File: src/rtl/uart_byte_rx_if.sv
// Receive-side signal bundle of the byte UART: serial line in,
// received byte with valid/ready handshake and error pulses out.
interface uart_byte_rx_if;
    logic       rx;
    logic [7:0] data;
    logic       data_valid;
    logic       data_ready;
    logic       frame_err;
    logic       overrun;

    // Receiver side: samples the line, produces bytes and error pulses
    modport master (
        input  rx,
        input  data_ready,
        output data,
        output data_valid,
        output frame_err,
        output overrun
    );

    // Line driver / byte consumer side
    modport slave (
        output rx,
        output data_ready,
        input  data,
        input  data_valid,
        input  frame_err,
        input  overrun
    );
endinterface

File: src/rtl/uart_byte_rx.sv
// 8N1 UART byte receiver with 16x oversampling, a one-deep output
// register with valid/ready handshake, frame-error and overrun pulses.
module uart_byte_rx #(
    parameter int DIV = 54
) (
    input  logic           clk,
    input  logic           rst,
    uart_byte_rx_if.master bus
);
    localparam int            CW      = (DIV > 1) ? $clog2(DIV) : 1;
    localparam logic [CW-1:0] CNT_MAX = CW'(DIV - 1);

    localparam logic [2:0] IDLE      = 3'd0;
    localparam logic [2:0] START     = 3'd1;
    localparam logic [2:0] DATA      = 3'd2;
    localparam logic [2:0] STOP      = 3'd3;
    localparam logic [2:0] WAIT_HIGH = 3'd4;

    logic          rx_m;
    logic          rx_s;
    logic [CW-1:0] cnt;
    logic          tick;
    logic [2:0]    state;
    logic [3:0]    smp;
    logic [2:0]    bit_idx;
    logic [7:0]    shreg;
    logic [7:0]    data_r;
    logic          data_valid_r;
    logic          frame_err_r;
    logic          overrun_r;
    logic          byte_done;
    logic          stop_bad;
    logic          handshake;

    assign tick      = (cnt == CNT_MAX);
    assign byte_done = tick && (state == STOP) && (smp == 4'd15) && rx_s;
    assign stop_bad  = tick && (state == STOP) && (smp == 4'd15) && !rx_s;
    assign handshake = data_valid_r && bus.data_ready;

    assign bus.data       = data_r;
    assign bus.data_valid = data_valid_r;
    assign bus.frame_err  = frame_err_r;
    assign bus.overrun    = overrun_r;

    // Two-flop synchronizer on the asynchronous line; resets to the idle level
    always_ff @(posedge clk or posedge rst) begin
        if (rst) begin
            rx_m <= 1'b1;
            rx_s <= 1'b1;
        end else begin
            rx_m <= bus.rx;
            rx_s <= rx_m;
        end
    end

    // Free-running oversample tick divider, independent of frame state
    always_ff @(posedge clk or posedge rst) begin
        if (rst) begin
            cnt <= '0;
        end else begin
            cnt <= (cnt == CNT_MAX) ? '0 : cnt + 1'b1;
        end
    end

    // Frame FSM: start qualification at mid start bit, mid-bit data sampling, stop check
    always_ff @(posedge clk or posedge rst) begin
        if (rst) begin
            state   <= IDLE;
            smp     <= 4'd0;
            bit_idx <= 3'd0;
            shreg   <= 8'h00;
        end else if (tick) begin
            case (state)
                IDLE: begin
                    if (!rx_s) begin
                        state <= START;
                        smp   <= 4'd0;
                    end
                end
                START: begin
                    if (smp == 4'd7) begin
                        if (!rx_s) begin
                            state   <= DATA;
                            smp     <= 4'd0;
                            bit_idx <= 3'd0;
                        end else begin
                            state <= IDLE;
                        end
                    end else begin
                        smp <= smp + 4'd1;
                    end
                end
                DATA: begin
                    if (smp == 4'd15) begin
                        shreg <= {rx_s, shreg[7:1]};
                        smp   <= 4'd0;
                        if (bit_idx == 3'd7) begin
                            state <= STOP;
                        end else begin
                            bit_idx <= bit_idx + 3'd1;
                        end
                    end else begin
                        smp <= smp + 4'd1;
                    end
                end
                STOP: begin
                    if (smp == 4'd15) begin
                        smp   <= 4'd0;
                        state <= rx_s ? IDLE : WAIT_HIGH;
                    end else begin
                        smp <= smp + 4'd1;
                    end
                end
                WAIT_HIGH: begin
                    // A held-low break line parks here so it reports only one frame error
                    if (rx_s) begin
                        state <= IDLE;
                    end
                end
                default: begin
                    state <= IDLE;
                end
            endcase
        end
    end

    // Output register: load on completion unless still holding an unaccepted byte
    always_ff @(posedge clk or posedge rst) begin
        if (rst) begin
            data_r       <= 8'h00;
            data_valid_r <= 1'b0;
            frame_err_r  <= 1'b0;
            overrun_r    <= 1'b0;
        end else begin
            frame_err_r <= stop_bad;
            overrun_r   <= byte_done && data_valid_r && !bus.data_ready;
            if (byte_done) begin
                if (!data_valid_r || bus.data_ready) begin
                    data_r       <= shreg;
                    data_valid_r <= 1'b1;
                end
            end else if (handshake) begin
                data_valid_r <= 1'b0;
            end
        end
    end
endmodule

File: src/flat_wrapper.sv
// flat-port wrapper written by rule: the top's interface ports become plain ports
module uart_byte_rx_flat 
#(
    parameter int DIV = 54
)
  (clk, rst, bus_rx, bus_data_ready, bus_data, bus_data_valid, bus_frame_err, bus_overrun);
  uart_byte_rx_if bus_i ();
  input  logic clk;
  input  logic rst;
  input wire logic [$bits(bus_i.rx)-1:0] bus_rx;
  input wire logic [$bits(bus_i.data_ready)-1:0] bus_data_ready;
  output wire logic [$bits(bus_i.data)-1:0] bus_data;
  output wire logic [$bits(bus_i.data_valid)-1:0] bus_data_valid;
  output wire logic [$bits(bus_i.frame_err)-1:0] bus_frame_err;
  output wire logic [$bits(bus_i.overrun)-1:0] bus_overrun;
  assign bus_i.rx = bus_rx;
  assign bus_i.data_ready = bus_data_ready;
  assign bus_data = bus_i.data;
  assign bus_data_valid = bus_i.data_valid;
  assign bus_frame_err = bus_i.frame_err;
  assign bus_overrun = bus_i.overrun;
  uart_byte_rx #(.DIV(DIV)) u_core (.clk(clk), .rst(rst), .bus(bus_i));
endmodule
File: config.mk
export PLATFORM = sky130hd
export DESIGN_NAME = uart_byte_rx_flat
export DESIGN_NICKNAME = d
export VERILOG_FILES = /design/src/rtl/uart_byte_rx_if.sv /design/src/rtl/uart_byte_rx.sv /design/src/flat_wrapper.sv
export SDC_FILE = /design/constraint.sdc
export NUM_CORES = 1
export LEC_CHECK = 0
export ABC_AREA = 1
export CELL_PAD_IN_SITES_DETAIL_PLACEMENT = 0
export CELL_PAD_IN_SITES_GLOBAL_PLACEMENT = 1
export CORE_AREA = 2 2 79 81
export CTS_BUF_LIST = sky130_fd_sc_hd__clkbuf_4
export CTS_CLUSTER_DIAMETER = 40
export CTS_CLUSTER_SIZE = 20
export DETAILED_ROUTE_END_ITERATION = 12
export DIE_AREA = 0 0 81 83
export PLACE_DENSITY = 0.64
export SLEW_MARGIN = 40
export SYNTH_ARGS = -nofsm -noshare
export SYNTH_HDL_FRONTEND = slang
export SYNTH_SLANG_ARGS = --single-unit
File: constraint.sdc
create_clock -name clk -period 1.9 [get_ports clk]
set_input_delay 0.38 -clock clk [delete_from_list [all_inputs] [get_ports clk]]
set_output_delay 0.38 -clock clk [all_outputs]
set_load 0.01 [all_outputs]
==> metrics.csv, run 1 <==
stage;metric;value;unit
synth;synth_ff_type;dfrtp_1;
synth;async_flop_share;100;%
synth;ys_top_cells_by_area;dfrtp_1 45%, nand2_1 11%, o21ai_2 7.3%;
worst_hold_path;hp-class;input pin to async pin;
worst_setup_path;startpoint;u_core.bus.data[4];
route;drc_errors;0;
placement;placed_cells;306;
placement;dp_hpwl;2520;um
timing;post-route-period-util;87.5;%
worst_setup_path;r2r-start;u_core.cnt[1];
pwr;leakage;1.02;nW
finish;fin_cells;314;
floorplanning;coreArea;0.00582;sq mm
route;dr_wl_met2;1500;um
synth;synth.avg_cell_area;8.82;sq um
clock_network;cts_root_buffer;clkbuf_4;
synth;syn-instance-count;219;
synth;syn_nets;228;
timing;relSlewSlack;77.7;%
placement;gp_congestion;0.775;
finish;fillers;615;
finish;layout-drive-gt1-share;23.4;%
placement;place_area;0.00215;sq mm
timing;fin_worst_skew;0.0145;ns
finish;regArea;928;sq um
pwr;vdd_ir_drop_max;0.000254;V
pwr;p_per_area;563;mW/mm^2
finish;num_antenna_cells;0;
worst_setup_path;cp.arrival;1.28;ns
worst_setup_path;path_delay_family;buffers and inverters;
timing;hold_viol_final;0;
worst_setup_path;startpoint_type;flop;
timing;setup_violations;0;
worst_setup_path;critPathBufInv;1;
synth;synth_edf_count;0;
status;status;complete, no violations;
pwr;total_power;0.00124;W
finish;multi_input_area;877;sq um
synth;synth_seq_area_share;48.1;%
worst_setup_path;path_cells;clkdlybuf4s50_1;
clock_network;clk_pin_slew;0.13;ns
global_routing;grt_max_degree;25;
worst_setup_path;crit_fanout;2;
route;drt-met1-wl;1750;um
route;vias;1382;
timing;worst_pin_slew;0.334;ns
finish;fin_area;0.00220;sq mm
synth;yosys.area.top_type;dfrtp_1;
floorplanning;fp.dieW;81;um
finish;layout_commonest_cell;nand2_1;
clock_network;post_cts_buffers;0;
synth;ys_warn_count;0;
worst_setup_path;slowest_stage;clkdlybuf4s50_1;
global_routing;grt_pass1_wl;6490;um
route;dr.first_iter.drc_count;57;
global_routing;track_usage;12.1;%
worst_setup_path;end_kind;output pin;
timing;rsz0062_at_grt;no;
route;wirelength;3390;um
clock_network;cts-hold-fix-buffers;0;
route;firstDrtPassIters;4;
clock_network;clock-sinks;37;
placement;portBuffers;14;
floorplanning;ioPinCount;15;
route;top_layer;met4;
worst_setup_path;crit_required;1.52;ns
global_routing;antenna_found_initial;0;
worst_setup_path;criticalPathCategory;flop to output pin;
floorplanning;rows;28;
route;wl_per_cell;10.8;um
clock_network;h-tree-depth;2;
clock_network;clock_path_buffers;2;
run;drv_cap;0;
synth;synth_top_area_share;45.3;%
synth;synth.distinct_cells;25;
synth;synth_area;0.00193;sq mm
clock_network;cts_buffers;5;
synth;ys_seq_elements;37;
timing;min_period;1.66;ns
timing;final.setup.tns;0;ns
route;ant_nets;0;
global_routing;grt_pass1_vias;1373;
timing;fmax;0.601;GHz
floorplanning;die_h;83;um
clock_network;clk_latency;0.35;ns
finish;area_growth;14.1;%
global_routing;grt_overflow;0;
timing;slew_violations;0;
clock_network;cts_resized;0;
finish;finish.utilization;37.9;%
clock_network;cts_tree;yes;
finish;final_cell_mix;58 x nand2_1, 35 x dfrtp_1, 21 x inv_1;
floorplanning;start_util;33.2;%
finish;nets;247;
worst_setup_path;max_stage_delay;0.54;ns
floorplanning;dieArea;0.00672;sq mm
route;wl_met3;80;um
route;vias_per_cell;4.40;
-- layout make-up --
cell class	instances	share of cell area, %
Clock buffer	5	1.70
Clock inverter	3	0.795
Inverter	25	4.26
Multi-Input combinational cell	153	39.8
Timing Repair Buffer	16	7.04
Tap cell	75	4.26
Sequential cell	37	42.1
-- synth_stat cells (all sizes together) (2+ instances only) --
library cell and number:
buf 3, nand3b 3, dfstp 2, a21oi 2, dfrtp 35, nand2 69
nor2 29, nand3 22, inv 25, ha 5, o21ai 18
-- flip-flops by register name, indices dropped and copies added, names as in the netlist --
register	flops
u_core.bit_idx	3
u_core.bus.data	8
u_core.bus.data_valid	1
u_core.bus.frame_err	1
u_core.bus.overrun	1
u_core.cnt	6
u_core.rx_m	1
u_core.rx_s	1
u_core.shreg	8
u_core.smp	4
u_core.state	3
-- per-stage QoR --
| stage | setup slack [ns] | hold slack (ns) |
|---|---|---|
| final | 0.237 | 0.345 |
| after detailed placement | 0.329 | 0.347 |
| after CTS | 0.219 | 0.339 |
| after floorplan | 0.523 | 0.345 |
| after global placement | 0.296 | 0.346 |
| after global routing | 0.123 | 0.365 |
-- power by group --
| group | internal (W) | total [W] | switching (W) |
|---|---|---|---|
| Sequential | 0.000791 | 0.000794 | 0.00000297 |
| Clock | 0.000140 | 0.000417 | 0.000277 |
| Combinational | 0.00000960 | 0.0000298 | 0.0000202 |
-- layer usage --
metal	vias up	GRT usage [%]
met3	5	3.26
met2	13	18.8
met1	627	16.3
met4	0	4.16
met5	-	0
li1	737	-
-- cells by family after synthesis --
family	count (synthesis)	synth area share (%)
fa+ha+maj	5	3.24
simple gates	127	33.5
compound gates	21	8.61
flops	37	48.1
buf+inv	29	6.54
-- final timing paths --
| kind | end | slack [ns] | cells past startpoint |
|---|---|---|---|
| worst min register to register | u_core.rx_s | 0.36 | 0 |
| max in group asynchronous | u_core.bit_idx[1] | 1.26 | 3 |
| min in group clk | u_core.rx_s | 0.36 | 0 |
| worst max-delay path | bus_data[4] | 0.24 | 1 |
| worst max register to register | u_core.bit_idx[2] | 0.33 | 9 |
| worst min-delay path | u_core.cnt[0] | 0.34 | 3 |
No activity file was read; power rests on OpenSTA's default activity.
==> inputs of run 2 (changes only) <==
Settings changed: HOLD_SLACK_MARGIN set to 0.12, PLACE_DENSITY 0.64 to unset, PLACE_DENSITY_LB_ADDON set to 0.1.
==> metrics.csv, run 2 (synthesized netlist as in run 1, its figures left out) <==
stage;metric;value;unit
clock_network;post_cts_buffers;0;
worst_setup_path;cp.arrival;1.28;ns
timing;hold_slack;0.297;ns
pwr;clkPwrFrac;40.1;%
route;firstDrtPassIters;4;
pwr;swShare;20.9;%
finish;num_antenna_cells;0;
timing;min_period;1.66;ns
placement;place_area;0.00217;sq mm
worst_setup_path;crit_fanout;2;
floorplanning;die_h;83;um
route;wl_per_cell;11.2;um
pwr;leakage;1.05;nW
finish;fin_area;0.00225;sq mm
floorplanning;rows;28;
status;status;complete, no violations;
finish;area_growth;16.3;%
floorplanning;ioPinCount;15;
pwr;pwr-share-comb;2.3;%
timing;fin_worst_skew;0.00818;ns
finish;final_cell_mix;58 x nand2_1, 35 x dfrtp_1, 21 x inv_1;
global_routing;grt_pass1_vias;1349;
timing;slew_violations;0;
timing;worst_pin_slew;0.345;ns
route;vias;1381;
global_routing;grt_pass1_wl;6360;um
clock_network;cts_resized;0;
clock_network;cts-hold-fix-buffers;0;
clock_network;h-tree-depth;2;
finish;layout_commonest_cell;nand2_1;
clock_network;clock-sinks;37;
route;dr.first_iter.drc_count;89;
global_routing;use_met1;17.0;%
clock_network;clk_pin_slew;0.11;ns
floorplanning;fp.dieW;81;um
global_routing;grt_util_met2;18.0;%
placement;portBuffers;14;
global_routing;grt-busiest-layer;met2;
pwr;p_int;0.00109;W
placement;dp_hpwl;2620;um
global_routing;grt_max_degree;31;
finish;nets;248;
run;drv_cap;0;
clock_network;cts_root_buffer;clkbuf_4;
pwr;p_per_area;613;mW/mm^2
worst_setup_path;crit_required;1.52;ns
worst_setup_path;path_cells;clkdlybuf4s50_1;
finish;layout-drive-gt1-share;23.3;%
placement;gp_congestion;0.741;
worst_setup_path;end_kind;output pin;
clock_network;clock_path_buffers;2;
worst_setup_path;path_delay_family;buffers and inverters;
global_routing;track_usage;12.1;%
pwr;pwr-share-seq;57.6;%
timing;hold_viol_final;0;
worst_setup_path;criticalPathCategory;flop to output pin;
worst_setup_path;critPathBufInv;1;
clock_network;cts_tree;yes;
global_routing;grt_use_met3;3.26;%
route;ant_nets;0;
worst_setup_path;max_stage_delay;0.55;ns
global_routing;antenna_found_initial;0;
floorplanning;start_util;33.2;%
worst_setup_path;startpoint_type;flop;
timing;post-route-period-util;87.1;%
timing;rsz0062_at_grt;no;
clock_network;cts_buffers;5;
worst_setup_path;slowest_stage;clkdlybuf4s50_1;
timing;setup_violations;0;
floorplanning;dieArea;0.00672;sq mm
floorplanning;coreArea;0.00582;sq mm
pwr;p_sw;0.000288;W
worst_hold_path;hp-class;input pin to async pin;
route;drc_errors;0;
route;vias_per_cell;4.38;
route;wirelength;3510;um
timing;relSlewSlack;77.0;%
timing;final.setup.tns;0;ns
timing;fmax;0.604;GHz
pwr;vdd_ir_drop_max;0.000280;V
global_routing;grt_overflow;0;
clock_network;clk_latency;0.34;ns
-- run 2: metal layers --
metal / vias up / part of all wire [%]
met5: - / 0
met4: 0 / 1.5
met3: 5 / 4.1
met2: 25 / 44
met1: 608 / 51
li1: 743 / -
-- run 2: worst reg2reg max path: cells and delay by family, from the launching register on --
family        cells  cell delay (ns)
fa+ha+maj         1             0.27
flops             1             0.42
simple gates      7             0.79
-- run 2: final timing paths --
path	start	endpoint	slack (ns)	depth (start not counted)
min reg2reg	u_core.rx_m	u_core.rx_s	0.36	0
max reg2reg	u_core.smp[0]	u_core.smp[3]	0.33	8
max in group asynchronous	rst	u_core.rx_m	1.06	3
max	u_core.bus.data[4]	bus_data[4]	0.24	1
min in group clk	u_core.rx_m	u_core.rx_s	0.36	0
min	rst	u_core.bus.data[3]	0.30	2
-- run 2: final cells by class --
cell class | count | area, sq um
clock inverters | 2 | 33.8
flip-flops and latches | 37 | 928
multi-input cells | 153 | 877
fillers | 638 | 3570
clock buffers | 6 | 45.0
well taps | 75 | 93.8
inverters | 25 | 93.8
repair buffers | 17 | 175
-- run 2: power by group through the flow --
stage	sequential, W	combinational (W)	clock, W
after floorplan	0.000806	0.0000185	0
after global placement	0.000809	0.0000335	0
after detailed placement	0.000809	0.0000336	0
after CTS	0.000794	0.0000336	0.000579
after global routing	0.000795	0.0000372	0.000617
final	0.000794	0.0000312	0.000553
-- run 2: stage by stage --
| stage | cells | utilization [%] | total power, W | worst slack (ns) |
|---|---|---|---|---|
| floorplan | 219 | - | 0.000825 | 0.523 |
| global placement | 307 | 37.3 | 0.000843 | 0.330 |
| detailed placement | 307 | 37.3 | 0.000843 | 0.327 |
| CTS | 315 | 38.6 | 0.00141 | 0.225 |
| global route | 315 | 38.6 | 0.00145 | 0.183 |
| finish | 315 | 38.6 | 0.00138 | 0.244 |
